===== config.mk =====
export PLATFORM = sky130hd
export DESIGN_NAME = sdram_wr_burst_ctrl
export DESIGN_NICKNAME = d
export VERILOG_FILES = /design/src/rtl/sdram_wr_burst_ctrl.sv
export SDC_FILE = /design/constraint.sdc
export NUM_CORES = 1
export LEC_CHECK = 0
export CAP_MARGIN = 20
export CORE_AREA = 4 4 87 89
export CTS_BUF_LIST = sky130_fd_sc_hd__clkbuf_4
export DETAILED_ROUTE_END_ITERATION = 8
export DIE_AREA = 0 0 91 93
export PLACE_DENSITY_LB_ADDON = 0.25
export SETUP_SLACK_MARGIN = 0.2
export SLEW_MARGIN = 20
export SYNTH_ARGS = -nofsm -noshare
export SYNTH_HDL_FRONTEND = slang
export SYNTH_SLANG_ARGS = --single-unit
export TNS_END_PERCENT = 10

===== constraint.sdc =====
create_clock -name clk -period 2.7 [get_ports clk]
set_input_delay 0.54 -clock clk [delete_from_list [all_inputs] [get_ports clk]]
set_output_delay 0.54 -clock clk [all_outputs]
set_load 0.02 [all_outputs]

===== src/rtl/sdram_wr_burst_ctrl.sv =====
// Write-path burst controller: pops one fixed-length burst from the write FIFO per SDRAM write grant.
// Optional macro SDRAM_WR_ADDR_WRAP_EN: wrap the write address to ADDR_BASE instead of halting at ADDR_MAX.
module sdram_wr_burst_ctrl #(
  parameter int                 DATA_W    = 16,
  parameter int                 CNT_W     = 9,
  parameter int                 ADDR_W    = 24,
  parameter int                 BURST_LEN = 8,
  parameter logic [ADDR_W-1:0]  ADDR_BASE = ADDR_W'(24'h000000),
  parameter logic [ADDR_W-1:0]  ADDR_MAX  = ADDR_W'(24'hFFFFF8)
) (
  input  logic              clk,
  input  logic              rst_n,
  input  logic [CNT_W-1:0]  fifo_count,
  input  logic              fifo_empty,
  output logic              fifo_ren,
  input  logic [DATA_W-1:0] fifo_dout,
  output logic              wr_req,
  input  logic              wr_ack,
  output logic [ADDR_W-1:0] wr_addr,
  input  logic              wr_data_req,
  output logic [DATA_W-1:0] wr_data,
  input  logic              wr_done,
  output logic              busy,
  output logic              err_underrun,
  output logic              addr_end
);

  localparam int                BEAT_W    = $clog2(BURST_LEN) + 1;
  localparam logic [BEAT_W-1:0] BEAT_LAST = BEAT_W'(BURST_LEN - 1);
  localparam logic [CNT_W-1:0]  BURST_CNT = CNT_W'(BURST_LEN);
  localparam logic [ADDR_W-1:0] ADDR_STEP = ADDR_W'(BURST_LEN);

  typedef enum logic [1:0] {
    IDLE      = 2'd0,
    REQ       = 2'd1,
    DATA      = 2'd2,
    WAIT_DONE = 2'd3
  } state_t;

  state_t              state_r, state_nxt_s;
  logic [BEAT_W-1:0]   beat_r, beat_nxt_s;
  logic [ADDR_W-1:0]   addr_r, addr_nxt_s;
  logic                addr_end_r, addr_end_nxt_s;
  logic                err_r, err_nxt_s;
  logic                wr_req_r, busy_r;
  logic                fifo_ren_s;

  // Next-state, beat counting, address advance and the combinational FIFO pop.
  always_comb begin
    state_nxt_s    = state_r;
    beat_nxt_s     = beat_r;
    addr_nxt_s     = addr_r;
    addr_end_nxt_s = addr_end_r;
    err_nxt_s      = err_r;
    fifo_ren_s     = 1'b0;
    case (state_r)
      IDLE: begin
        beat_nxt_s = '0;
        if ((fifo_count >= BURST_CNT) && !addr_end_r) begin
          state_nxt_s = REQ;
        end else begin
          state_nxt_s = IDLE;
        end
      end
      REQ: begin
        if (wr_ack) begin
          state_nxt_s = DATA;
        end else begin
          state_nxt_s = REQ;
        end
      end
      DATA: begin
        fifo_ren_s = wr_data_req & ~fifo_empty;
        if (wr_data_req) begin
          // An empty FIFO still consumes the beat so the burst length on SDRAM stays fixed.
          beat_nxt_s = beat_r + BEAT_W'(1);
          if (fifo_empty) begin
            err_nxt_s = 1'b1;
          end else begin
            err_nxt_s = err_r;
          end
          if (beat_r == BEAT_LAST) begin
            state_nxt_s = WAIT_DONE;
          end else begin
            state_nxt_s = DATA;
          end
        end else begin
          state_nxt_s = DATA;
        end
      end
      WAIT_DONE: begin
        if (wr_done) begin
          state_nxt_s = IDLE;
          if (addr_r == ADDR_MAX) begin
`ifdef SDRAM_WR_ADDR_WRAP_EN
            addr_nxt_s = ADDR_BASE;
`else
            addr_end_nxt_s = 1'b1;
`endif
          end else begin
            addr_nxt_s = addr_r + ADDR_STEP;
          end
        end else begin
          state_nxt_s = WAIT_DONE;
        end
      end
      default: begin
        state_nxt_s = IDLE;
      end
    endcase
  end

  // State and datapath registers; wr_req/busy are registered from the next state.
  always_ff @(posedge clk or negedge rst_n) begin
    if (!rst_n) begin
      state_r    <= IDLE;
      beat_r     <= '0;
      addr_r     <= ADDR_BASE;
      addr_end_r <= 1'b0;
      err_r      <= 1'b0;
      wr_req_r   <= 1'b0;
      busy_r     <= 1'b0;
    end else begin
      state_r    <= state_nxt_s;
      beat_r     <= beat_nxt_s;
      addr_r     <= addr_nxt_s;
      addr_end_r <= addr_end_nxt_s;
      err_r      <= err_nxt_s;
      wr_req_r   <= (state_nxt_s == REQ);
      busy_r     <= (state_nxt_s != IDLE);
    end
  end

  assign fifo_ren     = fifo_ren_s;
  assign wr_req       = wr_req_r;
  assign wr_addr      = addr_r;
  assign wr_data      = fifo_dout;
  assign busy         = busy_r;
  assign err_underrun = err_r;
  assign addr_end     = addr_end_r;

endmodule


==> results of run 1 <==
==> power groups by stage <==
stage	combinational (mW)	sequential [mW]	clock, mW
finish	0.447	0.665	0.287
global route	0.496	0.687	0.323
CTS	0.454	0.665	0.305
detailed placement	0.455	0.668	0
global placement	0.447	0.671	0
floorplan	0.282	0.694	0
==> area by class of cell <==
class / count / area (um2)
Clock buffer: 7 / 52.6
Clock inverter: 1 / 5.00
Fill cell: 716 / 4700
Inverter: 2 / 7.51
Multi-Input combinational cell: 100 / 718
Sequential cell: 31 / 777
Tap cell: 80 / 100
Timing Repair Buffer: 40 / 393
==> per-layer routing <==
layer / vias to the layer above / track usage (%) / part of all wire (%) / wire [um]
li1: 580 / - / - / -
met1: 559 / 11.5 / 48 / 1650
met2: 29 / 13.2 / 45 / 1570
met3: 10 / 2.33 / 4.9 / 171
met4: 0 / 4.77 / 2.3 / 80
met5: - / 0 / 0 / 0
==> worst max-delay path, cell delays in order, from the launching register on <==
cell and delay [ns]:
dfrtp_2 0.48, nor2b_2 0.22, nand2_1 0.07, nor2_1 0.08
clkdlybuf4s50_1 0.60
==> layout by cell type (no fill, tap or decap), types with 2 or more instances in the layout <==
cell type	n
nand4_2	3
dfrtp_1	30
clkdlybuf4s50_1	37
buf_4	3
xor2_1	6
nand4_1	7
and3_1	5
nor2_1	5
a22o_1	4
inv_1	2
a21oi_1	2
xnor2_1	12
ha_1	2
nand2_1	10
and2_1	2
nor3_1	7
o22ai_1	3
a21o_1	2
a31o_2	2
nand3_1	6
conb_1	3
or2_1	2
clkbuf_4	7
==> state kept, by name, indices dropped and copies added, names as in the netlist <==
name,count
wr_req,1
addr_end,1
beat_r,4
state_r,2
wr_addr,21
err_underrun,1
busy,1
==> stage by stage <==
| step | util, % | setup slack, ns | cell area (um2) | hold WS, ns |
|---|---|---|---|---|
| 3_3_place_gp | 29.5 | 0.400 | 1990 | 0.455 |
| 4_1_cts | 30.4 | 0.292 | 2050 | 0.482 |
| 5_1_grt | 30.4 | 0.250 | 2050 | 0.509 |
| 6_report | 30.4 | 0.384 | 2050 | 0.473 |
| 2_1_floorplan | - | 0.896 | 1660 | 0.244 |
| 3_5_place_dp | 29.5 | 0.396 | 1990 | 0.457 |
==> worst min-delay path by stage <==
stage	start	to	slack [ns]	cells after the start
floorplan	rst_n	addr_end	0.24	0
global placement	err_underrun	err_underrun	0.46	1
detailed placement	err_underrun	err_underrun	0.46	1
CTS	err_underrun	err_underrun	0.48	1
global route	err_underrun	err_underrun	0.51	1
finish	err_underrun	err_underrun	0.47	1
==> what timing repair did <==
item / CTS / global route
pin swaps: 0 / 0
endpoints found under the setup margin: 1 / 1
resized for setup: 1 / 1
setup buffers: 0 / 0
cloned: 0 / 0
==> cell families after synthesis <==
kind of cell	synth area share (%)
buf+inv	10.0
compound gates	7.51
other cells	0.227
simple gates	22.8
flops	47.0
fa+ha+maj	1.52
xor+xnor	9.56
mux	1.29
==> reports/qor.txt, run 1 <==
Run status: finished clean
Total number of H-tree levels: 2
Number of sinks on the clock net: 31
Clock network fraction of design power: 20.5%
Worst-Margin Slew: 0.520 ns
Count of input and output buffers: 37
Worst setup endpoint: fifo_ren
Die area: 8460 um2
Final total power: 1.40 mW
Power per standard cell area: 682 nW/um2
Switching share of power: 35.6%
CTS clk-pin slew, worst paths: 0.09 ns
Final Hold Vio Count: 0
Seq/Total Area, Yosys: 47.0%
Die width: 91 um
Number of pins with negative max-slew slack in the final report: 0
Largest net degree at the start of global routing: 32
Power share of the sequential group: 47.5%
Worst Clk Skew: 0.0114 ns
Setup TNS Final: 0 ns
First DRT Iteration DRCs: 23
Vertical extent of the die: 93 um
Net count of the finished layout: 213
Clock tree from TritonCTS: done
Number of inserted diodes: 0
Most frequent cell after synthesis: dfrtp_1
Area growth from synthesis to layout: 24.5%
Final critical path time including I/O delays and setup: 2.32 ns
GP Congestion: 0.714
Synthesized cell area: 1650 um2
Core footprint: 6760 um2
Nature of the critical path endpoint: output port
Launch point of the worst reg-to-reg path: wr_addr[3]
CTS Root Buffer Type: clkbuf_4
Number of design rule violations left after detail routing: 0
Worst Path Class, Setup: reg -> out
Fraction of layout cells with a size suffix above 1: 13.8%
Cell Rows: 30
R2R Setup Slk: 0.76 ns
First-pass GRT wire length: 5.94 mm
Worst path required time: 2.16 ns
Via count of the first global-routing pass: 1,211
Worst relative slew slack: 64.9%
Total iterations of the first detailed-routing run: 4
Highest ir drop seen on vdd: 0.000392 V
Initial cell density of the core: 24.4%
Detail-routed via count per cell: 4.51
Number of unique standard cell types used by synthesis: 39
Placed wire-length estimate: 2.56 mm
Post-route fraction of the period consumed by the critical path: 85.8%
Total length of routed wires: 3.47 mm
Worst setup startpoint: state_r[1]
Total I/O pin count: 76
Avg Synthesized Cell Area: 10.8 um2
Number of cell instances on the worst register-to-register path: 6
Reg-to-reg critical path endpoint: wr_addr[21]
Remaining Overflow, GRT: 0
Remaining number of nets flagged by the antenna check after routing: 0
Maximum net fanout on the critical path: 12
Number of standard cells in the final layout excluding fillers: 261
Top_reg_cell synth: dfrtp_1
Yosys reg bits: 31
Total number of vias: 1,178
Biggest area contributors in the synthesized netlist: dfrtp_1, buf_4, xnor2_1
Area share of the largest cell type after synthesis: 47.0%
Combinational fraction of design power: 31.9%
WL per Instance: 13.3 um
Cell internal power dissipation: 0.902 mW
Max Root-Sink Buffers: 2
Hold buffers post-CTS: 0
Num CTS Buffers: 5
Most frequent cells after synthesis: dfrtp_1, buf_4, xnor2_1
RSZ-0062 raised after global routing: false
Library cell with the largest summed area after synthesis: dfrtp_1
Later-pin clock latency in the skew report: 0.33 ns
Antenna violations before repair: 0
Final setup vio count: 0
Synth Instances: 152
Synth async-reset ratio: 100%
EDFF count, synth: 0
Number of max-cap violations: 0
Upper clock frequency limit: 432 MHz
Leakage component of the power: 0.913 nW
Placed instance count: 253
Arrival time at the worst endpoint: 1.78 ns
Type of origin of the critical path: register
Warnings from Yosys: 0
Psw: 0.498 mW
Hold Path Class: reg -> reg
GR Util All Layers: 8.79%
(Power assumes the default switching activity.)
==> inputs of run 2 (changes only) <==
Settings changed: SKIP_CTS_REPAIR_TIMING from default to 1.
==> results of run 2 <==
Same layout as run 1: the final DEF is identical, and so are final timing and power.
==> inputs of run 3 (changes only) <==
Settings changed: CORE_AREA 4 4 87 89 to 4 4 65 67, DIE_AREA 0 0 91 93 to 0 0 69 71, PLACE_DENSITY from default to 0.86, PLACE_DENSITY_LB_ADDON 0.25 to default, SKIP_CTS_REPAIR_TIMING 1 to default.
==> reports/qor.txt, run 3 (synthesized netlist as in run 1, its figures left out) <==
Run status: finished clean
Bufs and invs on worst path: 1
RSZ-0062 raised after global routing: false
Via count of the first global-routing pass: 1,075
Fraction of layout cells with a size suffix above 1: 12.4%
Final setup vio count: 0
Maximum net fanout on the critical path: 14
Core footprint: 3630 um2
Largest net degree at the start of global routing: 32
Power per standard cell area: 672 nW/um2
Vertical extent of the die: 71 um
CTS clk-pin slew, worst paths: 0.08 ns
Cell Rows: 22
Fillers: 330
Max Root-Sink Buffers: 2
Die width: 69 um
Largest stage delay on the critical path: 0.60 ns
Setup TNS Final: 0 ns
Area of the multi-input gates: 718 um2
WL per Instance: 13.4 um
Upper clock frequency limit: 425 MHz
Final Hold Vio Count: 0
Leading cell types in the layout, fill and taps excluded: clkdlybuf4s50_1, dfrtp_1, xnor2_1
Leading cell type in the layout, fill and taps excluded: clkdlybuf4s50_1
Register area: 777 um2
Worst path required time: 2.16 ns
Leakage component of the power: 0.899 nW
Placed instance count: 220
GP Congestion: 0.763
Arrival time at the worst endpoint: 1.82 ns
Number of max-cap violations: 0
Hold Path Class: reg -> reg
CTS Root Buffer Type: clkbuf_4
Number of flip-flops in the largest register: 21
Nature of the critical path endpoint: output port
First-pass GRT wire length: 4.84 mm
Remaining Overflow, GRT: 0
Cts repair resizes: 0
Series of cell instances along the critical path: nor2b_2 -> nand2_1 -> nor2_1 -> clkdlybuf4s50_1
Num CTS Buffers: 5
Slowest CP cell: clkdlybuf4s50_1
Net count of the finished layout: 212
Clock tree from TritonCTS: done
Hold buffers post-CTS: 0
Number of pins with negative max-slew slack in the final report: 0
GR Util All Layers: 12.5%
Final critical-path setup slack: 0.345 ns
Total iterations of the first detailed-routing run: 4
Total number of vias: 1,150
Worst Clk Skew: 0.0118 ns
Number of sinks on the clock net: 31
Total length of routed wires: 3.02 mm
Area growth from synthesis to layout: 20.9%
Family with the most delay on the worst path: buffers and inverters
Final critical path time including I/O delays and setup: 2.36 ns
Number of standard cells in the final layout excluding fillers: 226
First DRT Iteration DRCs: 67
Number of design rule violations left after detail routing: 0
Total I/O pin count: 76
Detail-routed via count per cell: 5.09
Worst slack, placed: 0.395 ns
Antenna violations before repair: 0
Number of buffers inserted to repair setup after CTS: 0
Die area: 4900 um2
Placed wire-length estimate: 2.35 mm
Initial cell density of the core: 45.4%
Count of input and output buffers: 37
Remaining number of nets flagged by the antenna check after routing: 0
Highest ir drop seen on vdd: 0.000387 V
Type of origin of the critical path: register
Post-route fraction of the period consumed by the critical path: 87.2%
Total number of H-tree levels: 2
Later-pin clock latency in the skew report: 0.33 ns
Number of inserted diodes: 0
Worst Path Class, Setup: reg -> out
R2R Setup Slk: 0.82 ns
-- run 3: changes by cell type in the layout (fill, tap and decap cells not counted), sizes merged --
cell,previous run,this run
clkbuf,7,6
clkinv,1,0
buf,3,2
-- run 3: path summary, 6_finish.rpt --
path,cells past startpoint,start,end
hold / removal,1,err_underrun,err_underrun
min in group asynchronous,2,rst_n,wr_addr[16]
setup / recovery,4,state_r[0],fifo_ren
max in group asynchronous,2,rst_n,state_r[1]
setup reg to reg,6,wr_addr[3],wr_addr[21]
hold reg to reg,1,err_underrun,err_underrun
-- run 3: metrics by stage --
stage          utilization [%]  cell area (um2)  hold slack (ns)  total power [mW]
3_3_place_gp              53.5             1940            0.461              1.09
3_5_place_dp              53.5             1940            0.462              1.10
6_report                  54.9             1990            0.472              1.34
5_1_grt                   54.9             1990            0.511              1.43
2_1_floorplan                -             1660            0.244             0.976
4_1_cts                   54.8             1990            0.480              1.35
-- run 3: routing by layer --
layer  up-vias  routed length [um]  track usage, %
li1        575                   -               -
met1       532                1310            15.7
met2        35                1430            18.5
met3         8                 202            3.69
met4         0                  74            8.46
met5         -                   0               0
-- run 3: layout make-up --
class | instances | area share, %
clock buffer | 6 | 2.26
inverter | 2 | 0.377
multi-input combinational | 100 | 36.0
sequential | 31 | 39.0
tap | 48 | 3.01
timing repair buffer | 39 | 19.3
-- run 3: where the power goes --
| part | internal [mW] | leakage, nW | total, mW | switching [mW] |
|---|---|---|---|---|
| logic | 0.221 | 0.464 | 0.415 | 0.193 |
| clock network | 0.102 | 0.0276 | 0.237 | 0.135 |
| registers | 0.551 | 0.408 | 0.687 | 0.136 |
| total | 0.874 | 0.899 | 1.34 | 0.465 |
